===== src/rtl/counter_controller.sv =====
// Sequencing FSM for the population-count unit: synchronises the start request
// and drives load/clear/shift/incr/done into counter_datapath from its A_out.
module counter_controller #(
  parameter int WIDTH       = 8,
  parameter int SYNC_STAGES = 2   // must be >= 2
) (
  input  logic             clk,
  input  logic             reset,
  input  logic             start,
  input  logic [WIDTH-1:0] A_out,
  output logic             clear_result,
  output logic             load_a,
  output logic             right_shift,
  output logic             incr,
  output logic             done,
  output logic             busy,
  output logic             result_valid
);

  typedef enum logic [1:0] {
    S_IDLE,
    S_COUNT,
    S_DONE
  } state_t;

  state_t                 r_state;
  logic [SYNC_STAGES-1:0] r_sync;
  logic                   w_start_s;
  logic                   w_a_zero;

  assign w_start_s = r_sync[SYNC_STAGES-1];
  assign w_a_zero  = (A_out == '0);

  // NOTE: state uses non-blocking assignments so every flop samples pre-edge values.
  always_ff @(posedge clk or negedge reset) begin
    if (!reset) begin
      r_sync <= '0;
    end else begin
      r_sync <= {r_sync[SYNC_STAGES-2:0], start};
    end
  end

  // A run always completes; a dropped start is only acted on from S_DONE.
  always_ff @(posedge clk or negedge reset) begin
    if (!reset) begin
      r_state <= S_IDLE;
    end else begin
      unique case (r_state)
        S_IDLE:  if (w_start_s)  r_state <= S_COUNT;
        S_COUNT: if (w_a_zero)   r_state <= S_DONE;
        S_DONE:  if (!w_start_s) r_state <= S_IDLE;
        default:                 r_state <= S_IDLE;
      endcase
    end
  end

  // NOTE: every output gets a default first, so no path through the case can infer a latch.
  always_comb begin
    clear_result = 1'b0;
    load_a       = 1'b0;
    right_shift  = 1'b0;
    incr         = 1'b0;
    done         = 1'b0;
    busy         = 1'b0;
    result_valid = 1'b0;
    unique case (r_state)
      S_IDLE: begin
        clear_result = 1'b1;
        load_a       = 1'b1;
      end
      S_COUNT: begin
        busy = 1'b1;
        // done waits for A to reach zero, so the last incr has already landed.
        if (w_a_zero) begin
          done = 1'b1;
        end else begin
          right_shift = 1'b1;
          incr        = A_out[0];
        end
      end
      S_DONE: begin
        result_valid = 1'b1;
      end
      default: begin
        clear_result = 1'b1;
        load_a       = 1'b1;
      end
    endcase
  end

endmodule


===== config.mk =====
export PLATFORM = sky130hd
export DESIGN_NAME = counter_controller
export DESIGN_NICKNAME = d
export VERILOG_FILES = /design/src/rtl/counter_controller.sv
export SDC_FILE = /design/constraint.sdc
export NUM_CORES = 1
export LEC_CHECK = 0
export ABC_AREA = 1
export ABC_CLOCK_PERIOD_IN_PS = 2800
export BUFFER_PORTS_ARGS = -buffer_cell sky130_fd_sc_hd__buf_2
export CELL_PAD_IN_SITES_DETAIL_PLACEMENT = 0
export CELL_PAD_IN_SITES_GLOBAL_PLACEMENT = 1
export CORE_AREA = 3 3 40 42
export DETAILED_ROUTE_END_ITERATION = 16
export DIE_AREA = 0 0 43 45
export GPL_ROUTABILITY_DRIVEN = 0
export GPL_TIMING_DRIVEN = 0
export PLACE_DENSITY = 0.65
export SYNTH_ARGS = -nofsm -noshare
export SYNTH_HDL_FRONTEND = slang
export SYNTH_SLANG_ARGS = --single-unit

===== constraint.sdc =====
create_clock -name clk -period 2.8 [get_ports clk]
set_clock_uncertainty 0.05 [all_clocks]
set_input_delay 0.56 -clock clk [delete_from_list [all_inputs] [get_ports clk]]
set_output_delay 0.56 -clock clk [all_outputs]
set_load 0.1 [all_outputs]

; After elaboration in Yosys (flattened, before gate mapping)
; Index checks and enable logic that the tools add are counted.
[word_totals]
register_bits = 4
wordCells = 24
[op_classes]
n_mux = 13
eq_ne = 5
n_reduce_logical = 4
[op_table]
columns = operator, count
row1 = two-way mux 1 bit, 9
row2 = zero test 8 bit, 1
row3 = two-way mux 2 bit, 3
row4 = "inequality test 2 bit, second input constant", 3
row5 = case mux 2 bit (3 select lines), 1
row6 = AND reduction 3 bit, 1
row7 = "== test 2 x 1 -> 1 bit, second input constant", 1
row8 = "== test 2 bit, second input constant", 1
row9 = zero test 2 bit, 1
row10 = OR reduction 2 bit, 1

; Logic depth before layout (Yosys ltp)
[depth]
depth_word = 3
mapped_depth = 6
ltp_nobuf = 6

; Worst setup path before layout
; OpenSTA, ideal clock, no wires.
[synth_timing]
path_kind = reg-to-output
start = reg r_state[1]
end = out done
slack_ps = -503
t_required_ps = 2190
t_arrival_ps = 2693
n_path_buf = 0
stages_incl_launch_ff = 4
cell_sequence = dfrtp_1 -> inv_1 -> ha_1 -> nor3b_2
[synth_via]
elab_chain_cells = 2
[synth_lines]
columns = item, line_no
row1 = "start, declared", 26  ; state_t r_state;
row2 = "start signal, assigned", 46  ; r_state <= S_IDLE;
row3 = "start signal, assigned", 49  ; S_IDLE: if (w_start_s) r_state <= S_COUNT;
row4 = "start signal, assigned", 50  ; S_COUNT: if (w_a_zero) r_state <= S_DONE;
row5 = == test 2 x 1 -> 1 bit, 66  ; unique case (r_state)
row6 = two-way mux 1 bit, 66
row7 = "end, declared", 15  ; output logic done,
; Every way passes these cells.

; Worst setup path in the final report
; Ends and elaborated chain as after synthesis.

==> reports/results.txt <==
Status - finished clean
Clock Pin Slew Worst Setup and Hold Paths - 0.04 ns
Pin count of the biggest net entering global routing - 5
# hold bufs at CTS - 0
WL/cell - 8.03 µm
Antenna Cells - 0
Gr usage total - 7.20%
Final nets - 68
Crit end category - output pin
Die Width - 43 µm
Endpoints failing hold - 0
1st-iter DRT viols - 2
Area Overhead vs Synth - 51.7%
TNS Setup - 0 ns
Die Y - 45 µm
Post_cts resized - 0
Worst-skew pair later-pin latency - 0.23 ns
Initial antenna violation count - 0
Final setup violation count - 0
Postcts setup bufs - 0
Core ar. - 0.00128 mm²
Full die area - 0.00194 mm²
Utilization after layout - 30.9%
Top layer in use - met3
Overflow after GRT - 0
Worst slew pin tran - 0.487 ns
Required time of the critical path - 2.19 ns
H-tree depth - 1
Total number of vias - 245
Yosys top cell by area - dfrtp_1
Final HPWL DP - 449 µm
Synth Instances - 31
Synth area leaders - dfrtp_1 38%, ha_1 19%, nand2_1 13%, inv_1 7.2%, nor2_1 5.7%
Port bufs - 17
Synthesized flop and latch total - 4
Clk root buf - clkbuf_4
Initial Utilization - 20.4%
CTS tree - done
RSZ-0062 raised after global routing - no
Worst hold path type - input pin to asynchronous set/reset pin
Synthesized Nets - 46
Worst R2R Setup Slack - 1.53 ns
WL final - 530 µm
Clock sink total - 4
Share of cells above drive strength 1 - 47.1%
Area share of the largest cell type after synthesis - 38.3%
CP Cell Sequence - inv_1 > ha_2 > nor3b_4 > buf_2
Max Clk Rate - 451 MHz
DR DRC count - 0
Critical Path Source Type - register
CP max-delay cell - buf_2
Critical path buffers and inverters - 2
Post-synthesis sequential area ratio - 38.3%
IO Count - 18
Critical path's largest stage delay - 0.45 ns
Final Cycle Share - 79.2%
Kind of critical path - register to output pin
# Max-Cap Violations - 0
Cts bufs inserted - 3
First-pass DRT Iterations - 4
ANT nets after route - 0
Cell area after synthesis - 262 µm²
Post-route cell area - 397 µm²
Netlist cell types - 10
Met2 WL post-DR - 213 µm
Placed inst area - 374 µm²
Worst-path maximum fanout - 4
Row Count - 13
DR vias/cell - 3.71
Largest delay share family, worst path - buffers and inverters
Wire length on met3 - 76 µm
Post-synthesis area per instance - 8.44 µm²
Arrival @ worst endpoint - 1.61 ns
DRT met1 WL - 239 µm
Global-route wire length before repair - 1000 µm
Clk buf depth - 2
Yosys warnings - 0
Slew HR - 67.8%
Min cycle time layout - 2.22 ns
Slew Limit Fails - 0
Number of global-route vias before repair - 236
Filler Cells Inserted - 146
## registers in the layout, summed over array words and instances (netlist names)
name and count:
r_sync 2, r_state 2
## layout by cell type (no fill, tap or decap), drive strengths merged
cell    Yosys  final
mux2i       1      1
buf         1     18
nand2       9      9
nor3b       1      1
nor2        4      4
nand3       1      1
dfrtp       4      4
ha          4      4
clkbuf      0      3
o21ai       1      1
inv         5      5
## synthesized netlist by cell type (all sizes together)
cell   n
ha     4
nor3b  1
nor2   4
inv    5
o21ai  1
mux2i  1
dfrtp  4
nand2  9
nand3  1
buf    1
## per-stage QoR
step | setup slack [ns] | std cells | hold WS (ns)
2_1_floorplan | 0.217 | 31 | 0.214
3_3_place_gp | 0.642 | 63 | 0.285
3_5_place_dp | 0.637 | 63 | 0.298
4_1_cts | 0.553 | 66 | 0.0680
5_1_grt | 0.469 | 66 | 0.0650
6_report | 0.582 | 66 | 0.0745
## metal layers
metal	global-route usage, %	vias up
li1	-	133
met4	7.23	0
met5	0	-
met2	8.68	14
met1	9.05	98
met3	3.19	0
## logic make-up after synthesis
logic type / after synthesis / synth area share [%]
buffers and inverters: 6 / 10.0
muxes: 1 / 3.83
AOI/OAI and AO/OA: 1 / 3.35
DFF: 4 / 38.3
and+or+nand+nor: 15 / 25.4
adders and majority gates: 4 / 19.1
## final timing paths
path | to | cells past startpoint | startpoint
max | done | 4 | r_state[1]
min | r_state[1] | 1 | reset
max reg2reg | r_state[0] | 6 | r_state[0]
min reg2reg | r_sync[1] | 0 | r_sync[0]
max in group asynchronous | r_state[0] | 1 | reset
min in group clk | r_sync[1] | 0 | r_sync[0]
## final cells by class
| class | instances | area [µm²] | share of cell area [%] |
|---|---|---|---|
| inverter | 5 | 18.8 | 4.73 |
| buffer | 1 | 7.51 | 1.89 |
| tap | 15 | 18.8 | 4.73 |
| clock buffer | 3 | 22.5 | 5.68 |
| sequential | 4 | 100 | 25.2 |
| timing repair buffer | 17 | 85.1 | 21.5 |
| multi-input combinational | 21 | 144 | 36.3 |
Power is left out: the tool's default activity adds up to more than one toggle a clock period on the data nets, which glitch-free logic cannot reach.
